`config.mk`:
```
export PLATFORM = sky130hd
export DESIGN_NAME = classificador_digito
export DESIGN_NICKNAME = d
export VERILOG_FILES = /design/src/rtl/classificador_pkg.sv /design/src/rtl/classificador_digito_soma_linha.sv /design/src/rtl/classificador_digito.sv
export SDC_FILE = /design/constraint.sdc
export NUM_CORES = 1
export LEC_CHECK = 0
export CAP_MARGIN = 25
export CORE_UTILIZATION = 55
export DETAILED_ROUTE_END_ITERATION = 7
export PLACE_DENSITY = 0.9
export SLEW_MARGIN = 20
export SYNTH_ARGS = -nofsm -noshare
export SYNTH_HDL_FRONTEND = slang
export SYNTH_HIERARCHICAL = 1
export SYNTH_SLANG_ARGS = --single-unit
```
`constraint.sdc`:
```
create_clock -name iCLK -period 15.8 [get_ports iCLK]
set_input_delay 3.16 -clock iCLK [delete_from_list [all_inputs] [get_ports iCLK]]
set_output_delay 3.16 -clock iCLK [all_outputs]
set_load 0.1 [all_outputs]
```
`src/rtl/classificador_pkg.sv`:
```
// classificador_pkg: shared dimensions, FSM states and latency of the digit classifier.
package classificador_pkg;
    localparam int N_DIGITOS = 10;
    localparam int N_LINHAS  = 11;
    localparam int N_COLS    = 11;
    localparam int W_PIX     = 8;
    localparam int W_SCORE   = 16;
    localparam int W_SOMA    = W_PIX + 4;
    localparam int LAT_CLASS = N_DIGITOS * (N_LINHAS + 1);

    typedef enum logic [1:0] {
        IDLE,
        ACUM,
        COMPARA,
        FIM
    } estado_t;
endpackage

```
`src/rtl/classificador_digito_soma_linha.sv`:
```
// soma_linha: combinational balanced adder tree summing one 11-pixel difference row.
module soma_linha
    import classificador_pkg::*;
(
    input  logic [N_COLS*W_PIX-1:0] linha,
    output logic [W_SOMA-1:0]       soma
);
    logic [W_PIX:0]   par [5];
    logic [W_PIX+1:0] quad [3];
    logic [W_PIX+2:0] oito;

    for (genvar i = 0; i < 5; i++) begin : g_par
        assign par[i] = {1'b0, linha[2*i*W_PIX +: W_PIX]} + {1'b0, linha[(2*i+1)*W_PIX +: W_PIX]};
    end

    // The odd eleventh pixel joins at the second level to keep the tree depth at four.
    assign quad[0] = {1'b0, par[0]} + {1'b0, par[1]};
    assign quad[1] = {1'b0, par[2]} + {1'b0, par[3]};
    assign quad[2] = {1'b0, par[4]} + {2'b0, linha[10*W_PIX +: W_PIX]};
    assign oito    = {1'b0, quad[0]} + {1'b0, quad[1]};
    assign soma    = {1'b0, oito} + {2'b0, quad[2]};
endmodule

```
`src/rtl/classificador_digito.sv`:
```
// classificador_digito: scans ten 11x11 difference maps row by row and reports
// the digit with the smallest total difference, its score and a confidence flag.
module classificador_digito
    import classificador_pkg::*;
(
    input  logic                    iCLK,
    input  logic                    iRST_N,
    input  logic                    iStart,
    input  logic [W_SCORE-1:0]      iLimiar,
    output logic [3:0]              oDigitSel,
    output logic [3:0]              oLinhaSel,
    input  logic [N_COLS*W_PIX-1:0] iLinhaDiff,
    output logic                    oBusy,
    output logic                    oDone,
    output logic [3:0]              oDigito,
    output logic [W_SCORE-1:0]      oScore,
    output logic                    oValido
);
    estado_t              estado_q, estado_d;
    logic [3:0]           dig_q, dig_d, lin_q, lin_d;
    logic [3:0]           bdig_q, bdig_d, digito_q, digito_d;
    logic [W_SCORE-1:0]   acc_q, acc_d, best_q, best_d, score_q, score_d;
    logic                 busy_q, busy_d, done_q, done_d, valido_q, valido_d;
    logic [W_SOMA-1:0]    soma;
    logic [W_SCORE:0]     acc_soma;
    logic [W_SCORE-1:0]   acc_sat, best_n;
    logic [3:0]           bdig_n;
    logic                 melhor;

    soma_linha u_soma (
        .linha (iLinhaDiff),
        .soma  (soma)
    );

    // Saturate rather than wrap when a narrowed W_SCORE cannot hold the full total.
    assign acc_soma = {1'b0, acc_q} + (W_SCORE+1)'(soma);
    assign acc_sat  = acc_soma[W_SCORE] ? '1 : acc_soma[W_SCORE-1:0];
    assign melhor   = acc_q < best_q;
    assign best_n   = melhor ? acc_q : best_q;
    assign bdig_n   = melhor ? dig_q : bdig_q;

    always_comb begin
        estado_d = estado_q;
        dig_d    = dig_q;
        lin_d    = lin_q;
        acc_d    = acc_q;
        best_d   = best_q;
        bdig_d   = bdig_q;
        busy_d   = busy_q;
        done_d   = 1'b0;
        digito_d = digito_q;
        score_d  = score_q;
        valido_d = valido_q;
        unique case (estado_q)
            IDLE: if (iStart) begin
                estado_d = ACUM;
                dig_d    = '0;
                lin_d    = '0;
                acc_d    = '0;
                best_d   = '1;
                busy_d   = 1'b1;
            end
            ACUM: begin
                acc_d    = acc_sat;
                lin_d    = (lin_q < 4'(N_LINHAS-1)) ? lin_q + 4'd1 : lin_q;
                estado_d = (lin_q < 4'(N_LINHAS-1)) ? ACUM : COMPARA;
            end
            COMPARA: begin
                best_d = best_n;
                bdig_d = bdig_n;
                acc_d  = '0;
                lin_d  = '0;
                if (dig_q == 4'(N_DIGITOS-1)) begin
                    estado_d = FIM;
                    digito_d = bdig_n;
                    score_d  = best_n;
                    valido_d = best_n < iLimiar;
                    done_d   = 1'b1;
                    busy_d   = 1'b0;
                end else begin
                    estado_d = ACUM;
                    dig_d    = dig_q + 4'd1;
                end
            end
            FIM: begin
                estado_d = IDLE;
                dig_d    = '0;
                lin_d    = '0;
            end
            default: estado_d = IDLE;
        endcase
    end

    always_ff @(posedge iCLK) begin
        if (!iRST_N) begin
            estado_q <= IDLE;
            dig_q    <= '0;
            lin_q    <= '0;
            acc_q    <= '0;
            best_q   <= '1;
            bdig_q   <= '0;
            busy_q   <= 1'b0;
            done_q   <= 1'b0;
            digito_q <= '0;
            score_q  <= '0;
            valido_q <= 1'b0;
        end else begin
            estado_q <= estado_d;
            dig_q    <= dig_d;
            lin_q    <= lin_d;
            acc_q    <= acc_d;
            best_q   <= best_d;
            bdig_q   <= bdig_d;
            busy_q   <= busy_d;
            done_q   <= done_d;
            digito_q <= digito_d;
            score_q  <= score_d;
            valido_q <= valido_d;
        end
    end

    assign oDigitSel = dig_q;
    assign oLinhaSel = lin_q;
    assign oBusy     = busy_q;
    assign oDone     = done_q;
    assign oDigito   = digito_q;
    assign oScore    = score_q;
    assign oValido   = valido_q;
endmodule

```
## Word-level counts from Yosys, hierarchy flattened

Cells that the tools add are included.

| word-level totals | value |
|---|---|
| register bits | 69 |
| input bits | 107 |
| output and inout bits | 31 |
| logic and storage cells | 67 |

| operators by class | value |
|---|---|
| add/subtract/negate cells | 13 |
| $lt $le $gt $ge | 3 |
| eq/ne operators | 8 |
| multiplexer cells | 20 |
| reductions and logical operators | 12 |

Operators by type and width:

| kind | number |
|---|---|
| 2-to-1 mux 16 bit | 4 |
| one-hot mux 16 bit (3 select lines) | 1 |
| adder 8 x 8 -> 9 bit | 5 |
| < comparator 16 bit | 2 |
| one-hot mux 16 bit (2 select lines) | 1 |
| one-hot mux 4 bit (3 select lines) | 2 |
| adder 9 x 9 -> 10 bit | 2 |
| adder 16 x 12 -> 17 bit | 1 |
| 2-to-1 mux 4 bit | 4 |
| adder 11 x 10 -> 12 bit | 1 |
| adder 10 x 10 -> 11 bit | 1 |
| adder 9 x 8 -> 10 bit | 1 |
| AND reduction 2 bit | 5 |
| adder 4 x 1 -> 4 bit (second input constant) | 2 |
| inequality test 2 bit (second input constant) | 4 |
| one-hot mux 2 bit (4 select lines) | 1 |
| 2-to-1 mux 2 bit | 3 |
| AND reduction 3 bit | 2 |
| nonzero test 3 bit | 2 |
| equality test 2 bit (second input constant) | 2 |
| equality test 4 bit (second input constant) | 1 |
| < comparator 4 bit (second input constant) | 1 |
| 2-to-1 mux 1 bit | 3 |
| equality test 2 x 1 -> 1 bit (second input constant) | 1 |
| 4 further kinds | 4 |

## Depth between registers and ports, before layout

Gate-level depths: netlist (run 1).

| logic depth | value |
|---|---|
| depth after elaboration | 7 |
| gate-level depth with buffers | 25 |
| mapped depth without buffers | 24 |

## By module

Netlist (run 1), hierarchy kept.

By module, submodules not included:

| module | times used | cells an instance | area an instance (µm²) | sequential area each (µm²) |
|---|---|---|---|---|
| classificador_digito | 1 | 508 | 4508.1 | 1381.3 |
| soma_linha | 1 | 230 | 2247.2 | 0.0 |

## Least setup slack after synthesis (run 1)

Ideal clock, no wire load.

| timing path | value |
|---|---|
| kind | input to register |
| start point | in iLinhaDiff[2] |
| end point | reg acc_q[11] |
| setup time | 0.091 ns |
| arrival time | 8.448 ns |
| data required time | 15.709 ns |
| setup slack | 7.261 ns |
| stages on the path | 22 |
| buffers on the path | 1 |
| cell sequence | inv_1 > fa_1 > inv_1 > fa_1 > fa_1 > fa_1 > inv_1 > fa_1 > inv_1 > ha_1 > fa_1 > a21oi_1 > o21bai_1 > a311oi_2 > xnor2_1 > ha_1 > nand3_1 > a211oi_2 > a31o_4 > nand2_2 > buf_6 > a311oi_1 |

| on the way | value |
|---|---|
| cells in the longest elaborated chain, start to end | 7 |

Ends and longest elaborated chain:

| what | line | RTL |
|---|---|---|
| start, declared | classificador_digito.sv:12 | `input logic [N_COLS*W_PIX-1:0] iLinhaDiff,` |
| adder 8 x 8 -> 9 bit | classificador_digito_soma_linha.sv:13 | `assign par[i] = {1'b0, linha[2*i*W_PIX +: W_PIX]} + {1'b0, linha[(2*i+1)*W_PIX +: W_PIX]};` |
| adder 9 x 9 -> 10 bit | classificador_digito_soma_linha.sv:17 | `assign quad[0] = {1'b0, par[0]} + {1'b0, par[1]};` |
| adder 10 x 10 -> 11 bit | classificador_digito_soma_linha.sv:20 | `assign oito = {1'b0, quad[0]} + {1'b0, quad[1]};` |
| adder 11 x 10 -> 12 bit | classificador_digito_soma_linha.sv:21 | `assign soma = {1'b0, oito} + {2'b0, quad[2]};` |
| named net soma[10] | classificador_digito.sv:24 | `logic [W_SOMA-1:0] soma;` |
| adder 16 x 12 -> 17 bit | classificador_digito.sv:36 | `assign acc_soma = {1'b0, acc_q} + (W_SCORE+1)'(soma);` |
| 2-to-1 mux 16 bit | classificador_digito.sv:37 | `assign acc_sat = acc_soma[W_SCORE] ? '1 : acc_soma[W_SCORE-1:0];` |
| one-hot mux 16 bit (3 select lines) | classificador_digito.sv:54 | `unique case (estado_q)` |
| end signal, assigned | classificador_digito.sv:99 | `acc_q <= '0;` |
| end signal, assigned | classificador_digito.sv:111 | `acc_q <= acc_d;` |
| end, declared | classificador_digito.sv:22 | `logic [W_SCORE-1:0] acc_q, acc_d, best_q, best_d, score_q, score_d;` |

The timed path passes the listed nets, and every way through them passes these cells.
A chain may end at the register's enable or synchronous reset.

## Worst setup path after layout (run 1)

| timing path | value |
|---|---|
| start point | in iLinhaDiff[2] |
| end point | reg acc_q[13] |

The elaborated chain is that of the path after synthesis.

==> results by group, run 1 <==
Logic synthesis
  • Most common cell in the netlist: inv_1
  • Most frequent cells after synthesis: inv_1 (153), fa_1 (71), dfxtp_1 (69)
  • Post-synth net total: 978
  • Synth warnings: 6
  • Ranking of synthesized cells by area: fa_1 (21%), dfxtp_1 (20%), ha_1 (11%), inv_1 (8.5%), a21oi_1 (4.1%)
  • Seq/Total Area, Yosys: 20.4%
  • Area share of the largest cell type after synthesis: 21.0%
  • Synth Flop Type: dfxtp_1
  • Synth area leader: fa_1
  • Mapped Cells: 738
  • FF+latch count, synth: 69
  • Fraction of registers with async set/reset: 0%
  • Post-synth EDFFs: 0
  • Mapped cell area: 6760 µm²
  • Synth Area per Inst: 9.15 µm²
  • Synth unique cells: 68

Pwr
  • Seq pwr share: 10.3%
  • Maximum vdd ir drop: 0.000367 V
  • Internal power: 0.964 mW
  • Clock share of power: 10.1%
  • Leakage power: 4.06 nW
  • Combinational Power Share: 79.5%
  • Net Sw Frac: 50.8%
  • Sw Pwr: 0.996 mW
  • Power per Cell Area: 231 nW/µm²

STA
  • Max-slew headroom: 32.8%
  • Period minus WS final: 9220 ps
  • Final period utilization: 58.3%
  • Fin. max-slew vios: 0
  • Hold Vio Cnt, Final: 0
  • # setup viols final: 0
  • Max Fclk: 0.109 GHz
  • Setup Skew: 7.89 ps
  • Worst-margin pin slew: 1000 ps
  • TNS Setup: 0 ps
  • Hold slack: 479 ps
  • RSZ-0062 raised after global routing: false

CTS
  • Clk buf depth: 2
  • CTS Sinks: 69
  • Clk_lat worst skew: 330 ps
  • Worst-path clk slew: 60 ps
  • H-tree depth: 3
  • CTS tree: done
  • Post_cts resized: 0
  • Root Buffer: clkbuf_16
  • CTS Hold Bufs: 0
  • CTS Buf Count: 9
  • Post-CTS Setup Bufs: 0

Die
  • Initial core utilization: 56.2%
  • Die footprint: 12700 µm²
  • Die Y: 113 µm
  • Core Footprint: 12000 µm²
  • IO Count: 138
  • Row cnt: 40
  • Die W: 113 µm

Finish
  • Area Overhead vs Synth: 25.6%
  • Area taken by multi-input logic gates: 4650 µm²
  • Filler instances: 852
  • Final instance area: 8480 µm²
  • Diode count: 0
  • Share of layout cells above drive strength 1: 7.74%
  • Final Net Count: 1101
  • Register area: 1380 µm²

Critical path
  • CP Data Required Time: 15990 ps
  • Critical Path Start: iLinhaDiff[2]
  • Critical Path End Type: register
  • CP max FO: 5
  • R2R Path Start: best_q[5]
  • Setup CP Type: in2reg
  • Crit path DAT: 9410 ps
  • Startpoint Class: input port

Hold path
  • Hold Path Class: reg2reg
  • Hold Crit Start: bdig_q[2]

Run status
  • Run status: complete, no violations

Placement
  • GPL Wtd Cong: 0.876
  • IO Port Bufs: 137
  • DP Area: 8190 µm²
  • DP Wirelength: 12.0 mm

Routing
  • DRT Wirelength: 15.6 mm
  • DRT Pass-1 Iters: 6
  • Routed vias: 5729
  • Via/cell ratio: 5.66
  • Routed WL per cell: 15.4 µm
  • 1st-iter DRT viols: 443
  • Drt drc: 0
  • Final ANT Viol Nets: 0

Flow run
  • Max-cap violations: 0

GRT
  • GRT overflow: 0
  • Largest net degree at the start of global routing: 45
  • Initial antenna violation count: 0
  • Vias in the first global route: 5708
  • First-pass GRT wire length: 26.2 mm
  • Total track usage: 25.4%
-- cell type report --
class                      instances  share of cell area [%]
clock buffer                      12                    2.91
clock inverter                     4                   0.560
inverter                         153                    6.77
multi-input combinational        487                    54.8
sequential                        69                    16.3
tap                              147                    2.17
timing repair buffer             141                    16.5
-- path summary, 6_finish.rpt --
kind | endpoint | slack [ps] | cells past startpoint
setup / recovery | acc_q[13] | 6580 | 22
hold reg to reg | bdig_q[2] | 480 | 2
setup reg to reg | oValido | 11740 | 14
hold / removal | bdig_q[2] | 480 | 2
-- critical path, stage by stage --
cell,delay (ps)
clkdlybuf4s50_1,450
inv_1,50
fa_1,540
inv_1,60
fa_1,510
fa_1,520
fa_1,550
inv_1,50
fa_1,540
inv_1,40
ha_1,220
fa_1,420
a21oi_1,240
o21bai_1,160
xor2_1,170
ha_1,380
o21ai_0,130
a21oi_1,280
nand3_1,180
o31ai_1,450
a31o_2,230
a31oi_1,70
-- layer usage --
metal  GRT usage [%]  wire (µm)  vias up
met5               0          0        -
met4            7.91        369        0
met3            4.66        825       42
met2            45.4       8140      200
met1            31.0       6260     2742
li1                -          -     2745
-- power by group through the flow --
stage / Sequential, mW / Combinational, mW / Clock, mW
floorplan: 0.202 / 1.20 / 0
global placement: 0.205 / 1.44 / 0
detailed placement: 0.206 / 1.51 / 0
CTS: 0.202 / 1.53 / 0.199
global route: 0.204 / 1.74 / 0.207
finish: 0.203 / 1.56 / 0.199
-- registers in the layout (all words and copies together) (netlist names) --
signal and cells:
oValido 1, oScore 16, oLinhaSel 4, oDigitSel 4, oDigito 4, acc_q 16, oBusy 1, estado_q 2
oDone 1, bdig_q 4, best_q 16
-- per-stage QoR --
step,total power [mW],setup WS (ps),cells,util [%]
2_1_floorplan,1.40,7260,738,-
3_3_place_gp,1.65,6530,997,68.2
3_5_place_dp,1.71,6290,997,68.2
4_1_cts,1.93,6650,1013,70.6
5_1_grt,2.15,6320,1013,70.6
6_report,1.96,6580,1013,70.6
-- logic make-up after synthesis --
kind of cell	count (synthesis)	synth area share, %
AOI/OAI and AO/OA	198	20.5
adders and majority gates	133	32.5
and+or+nand+nor	109	7.91
muxes	33	6.11
DFF	69	20.4
buffers and inverters	182	10.7
xor gates and xnor gates	14	1.82
-- cell usage in the layout (no fill, tap or decap), drive strengths merged, types with 13 or more instances in the layout --
master and count:
mux2 27, ha 62, nand2 20, o21ba 15, clkdlybuf4s50 137, a32oi 14
a21oi 56, dfxtp 69, fa 71, nor2 42, inv 153, o21ai 43
nand3 13
No activity file was read; power rests on OpenSTA's default activity.
==> run 2, diff against run 1 <==
Settings changed: CORE_UTILIZATION 55 to 48, PLACE_DENSITY 0.9 to 0.83.
Clock period 15.8 ns to 7.4 ns, I/O delays scaled along.
==> run 2 against run 1 <==
  * Sequential cell count did not move
  * Clock-buffer cell count did not move
  * Clock skew fell by 3.3 ps
  * Critical path type unchanged
==> results by group, run 2 (same netlist as run 1, synthesis figures left out) <==
Run status
  • Run status: complete, no violations

CTS
  • H-tree depth: 3
  • Worst-path clk slew: 60 ps
  • CTS tree: done
  • Clk buf depth: 2
  • CTS Hold Bufs: 0
  • CTS Buf Count: 9
  • CTS Sinks: 69
  • Root Buffer: clkbuf_16
  • Clk_lat worst skew: 340 ps

Routing
  • Via/cell ratio: 5.34
  • DRT Wirelength: 15.5 mm
  • Routed WL per cell: 14.6 µm
  • Final ANT Viol Nets: 0
  • DRT Pass-1 Iters: 5
  • Routed vias: 5680
  • 1st-iter DRT viols: 286
  • Drt drc: 0

STA
  • Final period utilization: 98.0%
  • Hold Vio Cnt, Final: 0
  • Worst-margin pin slew: 996 ps
  • Max-slew headroom: 33.4%
  • # setup viols final: 0
  • Setup Skew: 4.55 ps
  • Period minus WS final: 7250 ps
  • Max Fclk: 0.138 GHz
  • Post-route setup slack: 147 ps
  • Fin. max-slew vios: 0
  • Hold slack: 474 ps

GRT
  • Initial antenna violation count: 0
  • GRT overflow: 0
  • Total track usage: 21.3%
  • First-pass GRT wire length: 25.0 mm
  • Largest net degree at the start of global routing: 45
  • Vias in the first global route: 5432

Critical path
  • Startpoint Class: input port
  • Critical Path Start: iLinhaDiff[2]
  • R2R Setup Slk: 3500 ps
  • CP max FO: 4
  • CP Data Required Time: 7640 ps
  • R2R Path Start: acc_q[5]
  • Critical Path End Type: register
  • Crit path DAT: 7490 ps
  • Setup CP Type: in2reg

Die
  • Die Y: 121 µm
  • IO Count: 138
  • Die W: 121 µm
  • Initial core utilization: 50.0%
  • Core Footprint: 13500 µm²
  • Row cnt: 42
  • Die footprint: 14600 µm²

Placement
  • IO Port Bufs: 137
  • DP Wirelength: 12.1 mm
  • Pre-CTS setup slack: -313 ps
  • GPL Wtd Cong: 0.835
  • Inst Count DP: 1047

Finish
  • Final Net Count: 1123
  • Diode count: 0
  • Share of layout cells above drive strength 1: 12.4%
  • Area Overhead vs Synth: 30.3%
  • Filler instances: 1016
  • Commonest non-fill, non-tap cell in the layout: inv_1
  • Final std cells w/o fill: 1064
  • Commonest cells after routing, fill and taps aside: inv_1 (153), clkdlybuf4s50_1 (137), fa_1 (70), dfxtp_1 (69), ha_1 (61)

Flow run
  • Max-cap violations: 0

Hold path
  • Hold Crit Start: bdig_q[2]
  • Hold Path Class: reg2reg
==> run 2: cell types whose count changed in the layout (fill, tap and decap cells not counted), sizes merged <==
| cell | before | now |
|---|---|---|
| clkinv | 2 | 3 |
| buf | 4 | 26 |
| bufinv | 1 | 0 |
==> run 2: routing by layer <==
layer  up-vias  track usage, %  part of all wire [%]
li1       2790               -                     -
met1      2735            26.9                    42
met2       123            37.0                    52
met3        32            4.01                   3.3
met4         0            6.17                   2.2
met5         -               0                     0
==> run 2: area by class of cell <==
class | instances | area, µm² | share of cell area, %
clock buffers | 12 | 256 | 2.91
repair buffers | 163 | 1570 | 17.8
clock inverters | 4 | 22.5 | 0.256
flip-flops and latches | 69 | 1380 | 15.7
inverters | 153 | 574 | 6.52
multi-input cells | 487 | 4780 | 54.3
well taps | 176 | 220 | 2.50
==> run 2: path summary, 6_finish.rpt <==
check	end	cells after the start
setup reg to reg	oValido	13
setup / recovery	acc_q[11]	23
hold / removal	bdig_q[2]	2
hold reg to reg	bdig_q[2]	2
==> run 2: repair_timing <==
item                                    CTS  global route
setup buffers                             0             1
endpoints found under the setup margin    0            16
resized for setup                         0            26
==> run 2: critical path: stages <==
cell and delay (ps):
clkdlybuf4s50_1 470, inv_1 60, fa_1 540, inv_1 60, fa_1 570, fa_1 450
fa_1 540, inv_1 50, fa_1 520, inv_1 40, ha_1 220, fa_2 370
a21oi_2 190, o21bai_2 110, a311oi_2 230, xnor2_1 100, ha_1 360, buf_4 140
nand2_1 50, o21ai_0 350, o21bai_1 220, xnor2_1 90, a311oi_1 270
==> run 2: per-stage QoR <==
step | cell area, µm² | TNS (ps) | util (%)
global placement | 8380 | -1760 | 62.1
CTS | 8660 | 0 | 64.1
finish | 8800 | 0 | 65.2
global route | 8800 | -144 | 65.2
detailed placement | 8380 | -4210 | 62.1
floorplan | 6760 | 0 | -
Power of run 2 is left out: the tool's default activity adds up to more than one toggle a clock period on the data nets, which glitch-free logic cannot reach.
